### src/rtl/multibyte_add_seq_if.sv
// multibyte_add_seq_if: request/response and adder-stage signals of the
// sequential multi-byte adder, grouped for connection as a single port.
//   slave  : the multibyte_add_seq controller
//   master : whatever issues requests and hosts the 8-bit adder stage
interface multibyte_add_seq_if #(
  parameter int NBYTES = 4
);
  localparam int W = 8 * NBYTES;

  // request side
  logic         start;
  logic [W-1:0] op_a;
  logic [W-1:0] op_b;
  logic         cin;
  logic         sub;

  // completion side
  logic         busy;
  logic         done;
  logic [W-1:0] result;
  logic         cout;
  logic         ovf;

  // 8-bit adder stage, combinational between adder_* outputs and inputs
  logic [7:0]   adder_a;
  logic [7:0]   adder_b;
  logic         adder_cin;
  logic [7:0]   adder_s;
  logic         adder_cout;

  modport slave (
    input  start, op_a, op_b, cin, sub,
    output busy, done, result, cout, ovf,
    output adder_a, adder_b, adder_cin,
    input  adder_s, adder_cout
  );

  modport master (
    output start, op_a, op_b, cin, sub,
    input  busy, done, result, cout, ovf,
    input  adder_a, adder_b, adder_cin,
    output adder_s, adder_cout
  );
endinterface

### src/rtl/multibyte_add_seq.sv
// multibyte_add_seq: drives an external 8-bit ripple adder one byte per cycle,
// chaining the carry between cycles, to form an NBYTES-wide sum.
// Optional feature macro: SUB_EN -- when defined, sub=1 computes A-B by
// inverting B bytes and forcing the initial carry to 1. When undefined the
// block always computes A+B+cin and the sub input is ignored.
//
// state  | meaning
// IDLE   | waiting for start
// RUN    | one operand byte per cycle through the adder stage
// DONE   | single-cycle completion pulse; start here chains straight into RUN
module multibyte_add_seq #(
  parameter int NBYTES = 4
) (
  input logic              clk,
  input logic              rst_n,
  multibyte_add_seq_if.slave bus
);
  localparam int         W      = 8 * NBYTES;
  localparam logic [2:0] K_LAST = 3'(NBYTES - 1);

  typedef enum logic [1:0] {
    S_IDLE = 2'd0,
    S_RUN  = 2'd1,
    S_DONE = 2'd2
  } state_t;

  state_t       r_state;
  state_t       w_state_nxt;
  logic         w_accept;
  logic         w_last;

  logic [W-1:0] r_a;
  logic [W-1:0] r_b;
  logic [W-1:0] r_asm;
  logic         r_carry;
  logic [2:0]   r_k;

  logic [W-1:0] r_result;
  logic         r_cout;
  logic         r_ovf;

  logic [7:0]   w_adder_a;
  logic [7:0]   w_adder_b;
  logic         w_adder_cin;
  logic [7:0]   w_b_byte;
  logic         w_carry_init;
  logic [W-1:0] w_asm_nxt;
  logic         w_ovf_nxt;

`ifdef SUB_EN
  logic         r_sub;

  // B byte is inverted for subtraction; the initial carry of 1 completes the negation
  assign w_b_byte     = r_b[7:0] ^ {8{r_sub}};
  assign w_carry_init = bus.sub ? 1'b1 : bus.cin;
`else
  logic         w_unused_sub;

  assign w_b_byte     = r_b[7:0];
  assign w_carry_init = bus.cin;
  assign w_unused_sub = bus.sub;
`endif

  // state register
  always_ff @(posedge clk) begin
    if (!rst_n) begin
      r_state <= S_IDLE;
    end else begin
      r_state <= w_state_nxt;
    end
  end

  // next-state decode, operand acceptance and last-byte detection
  always_comb begin
    w_state_nxt = r_state;
    w_accept    = 1'b0;
    w_last      = 1'b0;
    case (r_state)
      S_IDLE: begin
        if (bus.start) begin
          w_accept    = 1'b1;
          w_state_nxt = S_RUN;
        end
      end
      S_RUN: begin
        if (r_k == K_LAST) begin
          w_last      = 1'b1;
          w_state_nxt = S_DONE;
        end
      end
      S_DONE: begin
        if (bus.start) begin
          w_accept    = 1'b1;
          w_state_nxt = S_RUN;
        end else begin
          w_state_nxt = S_IDLE;
        end
      end
      default: begin
        w_state_nxt = S_IDLE;
      end
    endcase
  end

  // adder stage inputs are only driven while a byte is in flight
  always_comb begin
    w_adder_a   = 8'h00;
    w_adder_b   = 8'h00;
    w_adder_cin = 1'b0;
    if (r_state == S_RUN) begin
      w_adder_a   = r_a[7:0];
      w_adder_b   = w_b_byte;
      w_adder_cin = r_carry;
    end
  end

  // each sum byte enters at the MSB end so byte 0 reaches the LSB after NBYTES shifts
  generate
    if (NBYTES == 1) begin : g_asm_one
      assign w_asm_nxt = bus.adder_s;
    end else begin : g_asm_multi
      assign w_asm_nxt = {bus.adder_s, r_asm[W-1:8]};
    end
  endgenerate

  // signed overflow from the sign bits of the most significant byte
  assign w_ovf_nxt = (w_adder_a[7] == w_adder_b[7]) && (bus.adder_s[7] != w_adder_a[7]);

  // operand shift registers, carry chain, byte counter and result assembly
  always_ff @(posedge clk) begin
    if (!rst_n) begin
      r_a     <= '0;
      r_b     <= '0;
      r_asm   <= '0;
      r_carry <= 1'b0;
      r_k     <= 3'd0;
    end else if (w_accept) begin
      r_a     <= bus.op_a;
      r_b     <= bus.op_b;
      r_asm   <= '0;
      r_carry <= w_carry_init;
      r_k     <= 3'd0;
    end else if (r_state == S_RUN) begin
      r_a     <= r_a >> 8;
      r_b     <= r_b >> 8;
      r_asm   <= w_asm_nxt;
      r_carry <= bus.adder_cout;
      r_k     <= r_k + 3'd1;
    end
  end

`ifdef SUB_EN
  // subtract mode is fixed for the whole operation
  always_ff @(posedge clk) begin
    if (!rst_n) begin
      r_sub <= 1'b0;
    end else if (w_accept) begin
      r_sub <= bus.sub;
    end
  end
`endif

  // completion results, held until the next completion or reset
  always_ff @(posedge clk) begin
    if (!rst_n) begin
      r_result <= '0;
      r_cout   <= 1'b0;
      r_ovf    <= 1'b0;
    end else if (w_last) begin
      r_result <= w_asm_nxt;
      r_cout   <= bus.adder_cout;
      r_ovf    <= w_ovf_nxt;
    end
  end

  assign bus.busy      = (r_state == S_RUN);
  assign bus.done      = (r_state == S_DONE);
  assign bus.result    = r_result;
  assign bus.cout      = r_cout;
  assign bus.ovf       = r_ovf;
  assign bus.adder_a   = w_adder_a;
  assign bus.adder_b   = w_adder_b;
  assign bus.adder_cin = w_adder_cin;

endmodule

### src/flat_wrapper.sv
// flat-port wrapper written by rule: the top's interface ports become plain ports
module multibyte_add_seq_flat 
#(
  parameter int NBYTES = 4
)
  (clk, rst_n, bus_start, bus_op_a, bus_op_b, bus_cin, bus_sub, bus_busy, bus_done, bus_result, bus_cout, bus_ovf, bus_adder_a, bus_adder_b, bus_adder_cin, bus_adder_s, bus_adder_cout);
  multibyte_add_seq_if #(.NBYTES(NBYTES)) bus_i ();
  input logic clk;
  input logic rst_n;
  input wire logic [$bits(bus_i.start)-1:0] bus_start;
  input wire logic [$bits(bus_i.op_a)-1:0] bus_op_a;
  input wire logic [$bits(bus_i.op_b)-1:0] bus_op_b;
  input wire logic [$bits(bus_i.cin)-1:0] bus_cin;
  input wire logic [$bits(bus_i.sub)-1:0] bus_sub;
  output wire logic [$bits(bus_i.busy)-1:0] bus_busy;
  output wire logic [$bits(bus_i.done)-1:0] bus_done;
  output wire logic [$bits(bus_i.result)-1:0] bus_result;
  output wire logic [$bits(bus_i.cout)-1:0] bus_cout;
  output wire logic [$bits(bus_i.ovf)-1:0] bus_ovf;
  output wire logic [$bits(bus_i.adder_a)-1:0] bus_adder_a;
  output wire logic [$bits(bus_i.adder_b)-1:0] bus_adder_b;
  output wire logic [$bits(bus_i.adder_cin)-1:0] bus_adder_cin;
  input wire logic [$bits(bus_i.adder_s)-1:0] bus_adder_s;
  input wire logic [$bits(bus_i.adder_cout)-1:0] bus_adder_cout;
  assign bus_i.start = bus_start;
  assign bus_i.op_a = bus_op_a;
  assign bus_i.op_b = bus_op_b;
  assign bus_i.cin = bus_cin;
  assign bus_i.sub = bus_sub;
  assign bus_busy = bus_i.busy;
  assign bus_done = bus_i.done;
  assign bus_result = bus_i.result;
  assign bus_cout = bus_i.cout;
  assign bus_ovf = bus_i.ovf;
  assign bus_adder_a = bus_i.adder_a;
  assign bus_adder_b = bus_i.adder_b;
  assign bus_adder_cin = bus_i.adder_cin;
  assign bus_i.adder_s = bus_adder_s;
  assign bus_i.adder_cout = bus_adder_cout;
  multibyte_add_seq #(.NBYTES(NBYTES)) u_core (.clk(clk), .rst_n(rst_n), .bus(bus_i));
endmodule
### config.mk
export PLATFORM = sky130hd
export DESIGN_NAME = multibyte_add_seq_flat
export DESIGN_NICKNAME = d
export VERILOG_FILES = /design/src/rtl/multibyte_add_seq_if.sv /design/src/rtl/multibyte_add_seq.sv /design/src/flat_wrapper.sv
export SDC_FILE = /design/constraint.sdc
export NUM_CORES = 1
export LEC_CHECK = 0
export CORE_MARGIN = 2
export CORE_UTILIZATION = 35
export DETAILED_ROUTE_END_ITERATION = 16
export SETUP_SLACK_MARGIN = 0.4
export SLEW_MARGIN = 30
export SYNTH_ARGS = -nofsm -noshare
export SYNTH_HDL_FRONTEND = slang
export SYNTH_SLANG_ARGS = --single-unit
### constraint.sdc
create_clock -name clk -period 1.7 [get_ports clk]
set_clock_uncertainty 0.1 [all_clocks]
set_input_delay 0.34 -clock clk [delete_from_list [all_inputs] [get_ports clk]]
set_output_delay 0.34 -clock clk [all_outputs]
set_load 0.03 [all_outputs]
==> metrics.md <==
| Metric | Value |
|---|---|
| Status | `finished, violations left` |
| Failing checks | `setup timing` |
| Clock transition at the registers of the reported paths | `approximately 0.050 ns` |
| Worst endpoint required time | `roughly 1.3 ns` |
| Worst Path Arrival | `around 1.4 ns` |
| Routed WL | `around 19,000 µm` |
| Cell Pwr Density | `roughly 830 nW/µm²` |
| Wire per inst | `around 19 µm` |
| Synth Area in Simple Gates | `0.2246` |
| Synth warn | `0` |
| Clk sinks | `between 100 and 150` |
| Fill count | `953` |
| Final Hold Viols | `0` |
| Largest area contributor in the netlist | `dfxtp_1` |
| Post-route insts no fill | `about 1,000` |
| Vias | `5,334` |
| Final Critical Period | `1.825 ns` |
| TritonCTS buffer count | `17` |
| Pin count of the biggest net entering global routing | `between 50 and 60` |
| P&R area growth vs syn | `95.48%` |
| Routed Antenna Nets | `0` |
| Critical Path Sink Type | `output pin` |
| Hold Crit Class | `input pin to flop` |
| RSZ-0062 raised after global routing | `true` |
| Layout Nets | `around 900` |
| Clk_lat worst skew | `between 0.4 and 0.5 ns` |
| Root buffer cell | `clkbuf_16` |
| Multiplexer area fraction after synthesis | `0` |
| Placement Cell Area | `approximately 6600 µm²` |
| WHS Path Cells | `2` |
| Synth area leaders | `dfxtp_1 51%, nand2_1 14%, a21boi_1 6.9%, a21oi_1 3.5%, o221ai_1 3.5%` |
| CORE AREA | `approximately 14,000 µm²` |
| Reg2Reg Depth | `8` |
| Die Y | `approximately 120 µm` |
| Synth Register Bits | `roughly 130` |
| Area of the multi-input gates | `approximately 3400 µm²` |
| Flop-to-flop setup slack | `approximately 0.060 ns` |
| Worst-margin pin slew | `between 0.4 and 0.5 ns` |
| Setup crit start kind | `flop` |
| GRT Util Overall | `0.2465` |
| Reg area | `about 2600 µm²` |
| Initial Util | `0.3604` |
| Final worst slack | `-0.1248 ns` |
| Dpl hpwl | `8877 µm` |
| Xor-xnor portion of the synthesized cell area | `0.001737` |
| TritonCTS clock tree | `built` |
| Antenna violations before repair | `1` |
| Avg Cell Area, Syn | `between 8 and 9 µm²` |
| Clk buf depth | `2` |
| Max Cap Viol | `0` |
| DRC | `0` |
| Total leakage power | `4.016 nW` |
| DIE AREA | `around 15,000 µm²` |
| Inst Count DP | `891` |
| Compound-Gate Fraction of Synth Area | `0.2040` |
| IO Count | `roughly 130` |
| Remaining Overflow, GRT | `0` |
| Row count | `43` |
| Rel. slew slack | `0.7007` |
| Synth top area share | `0.5083` |
| Die Span X | `roughly 120 µm` |
| Avg Vias per Cell | `5.313` |
| Cell Area, Synth | `about 5000 µm²` |
| Total chip power | `between 8 and 9 mW` |
| Count of pins over their slew limit | `0` |
| Adder-Cell Fraction of Synth Area | `0.004964` |
| Initial DRC Count | `about 380` |
| Worst vdd ir | `slightly below 0.7 mV` |
| Distinct cells, synth | `28` |
| Syn Nets | `between 600 and 700` |
| Share of cells above drive strength 1 | `0.5231` |
| Routability congestion estimate | `between 0.8 and 0.9` |
| Main combinational cell family by area after synthesis | `simple AND/OR/NAND/NOR gates` |
| Post-synthesis sequential area ratio | `0.5083` |
| H-tree depth | `4` |
| First-pass GRT wire length | `between 20,000 and 30,000 µm` |
| Vias in the first global route | `5,395` |
| Count of final setup violators | `17` |
| CP Class | `flop to output pin` |
| Critical path fanouts, max | `10` |
| FMAX | `548.0 MHz` |
| Drt first pass iters | `4` |
| N_diodes | `0` |
| Period Utilization, post-route | `1.073` |
| Post-route cell area | `roughly 9900 µm²` |
| Port buffer count | `129` |
| Cells after Synth | `just over 600` |
[registers in the layout, summed over array words and instances (netlist names)]
register,count
u_core.r_carry,1
u_core.bus.cout,1
u_core.bus.result,32
u_core.r_k,3
u_core.r_a,32
u_core.bus.ovf,1
u_core.r_b,32
u_core.r_asm,24
u_core.r_state,2
[report_power, final]
part	switching (mW)	leakage [nW]	total, mW	internal, mW
sequential	0.117	1.06	3.26	3.15
combinational	0.728	2.68	1.60	0.869
clock	1.30	0.269	3.29	1.99
total	2.14	4.02	8.15	6.00
[stage by stage]
stage               hold slack, ns  setup TNS, ns    util  setup WS [ns]
floorplan                   0.3310              0       -         0.3145
global placement            0.3394              0  0.4745        0.03638
detailed placement          0.3467       -0.01112  0.4745       -0.01036
CTS                         0.2210         -1.955  0.6631        -0.1398
global route                0.2408         -2.712  0.7045        -0.1805
finish                      0.2477         -1.681  0.7045        -0.1248
[cell families after synthesis]
logic type,after synthesis
xor+xnor,1
flops,128
compound gates,157
simple gates,270
buf+inv,55
fa+ha+maj,2
[final cells by class]
type,instances,area share
multi-input combinational,431,0.3421
timing repair buffer,232,0.3150
clock buffer,24,0.04990
sequential,128,0.2651
tap,180,0.02285
inverter,2,0.001524
clock inverter,7,0.003555
[path summary, 6_finish.rpt]
path                                        from                                 to
setup / recovery  u_core.r_state[1]$_SDFFE_PN0P_                     bus_adder_a[7]
hold / removal                             rst_n     u_core.r_state[0]$_SDFFE_PN0P_
setup reg to reg      u_core.r_k[1]$_SDFFE_PP0N_  u_core.bus.result[9]$_SDFFE_PN0P_
hold reg to reg     u_core.r_asm[8]$_SDFFE_PP0N_  u_core.bus.result[0]$_SDFFE_PN0P_
[repair_timing]
item / in CTS / in global routing
buffers inserted: 41 / 9
hold endpoints to repair: 0 / 0
gates resized for setup: 500 / 110
endpoints found under the setup margin: 159 / 181
hold buffers: 0 / 0
pin swaps: 74 / 74
gates cloned: 31 / 1
[cells in the mapped netlist]
master and instances:
buf_2 29, nand2_2 1, a21boi_1 46, a22oi_1 7, nand2_1 185, clkbuf_1 15, and2_1 19, nor2_1 23
o21ai_1 24, a21oi_1 35, inv_1 1, buf_4 7, buf_6 2, nor3_1 20, dfxtp_1 128, nand2b_1 1
o221ai_1 20, nor2b_1 2, a21boi_0 2, a211oi_1 1, inv_2 1, nand2b_2 1, and3b_1 1, nand3b_1 2
xnor2_1 1, nand3_1 15, a31oi_1 22, ha_1 2
[layout by cell type (no fill, tap or decap), types with 18 or more instances in the layout]
master	n
dfxtp_1	90
dfxtp_2	37
buf_6	76
nand2_4	43
a21boi_1	22
buf_4	27
a31oi_1	20
buf_12	20
and2_4	18
nand2_1	130
a21boi_2	26
clkdlybuf4s50_1	74
a21oi_2	28
clkbuf_16	18
nor2_1	21
buf_16	28
[critical path: stages, from the launching register on]
cell and delay (ns):
dfxtp_2 0.31, nand2b_4 0.16, inv_8 0.09, buf_12 0.14, and2_4 0.14, buf_6 0.13
[metal layers]
layer / wire [µm] / share of wire / track usage
met5: 11 / 0.00057 / 0
met4: 628 / 0.033 / 0.1088
met3: 1121 / 0.058 / 0.06777
met2: 9881 / 0.51 / 0.4279
met1: 7646 / 0.40 / 0.2832
Power figures use the tool's default switching activity.
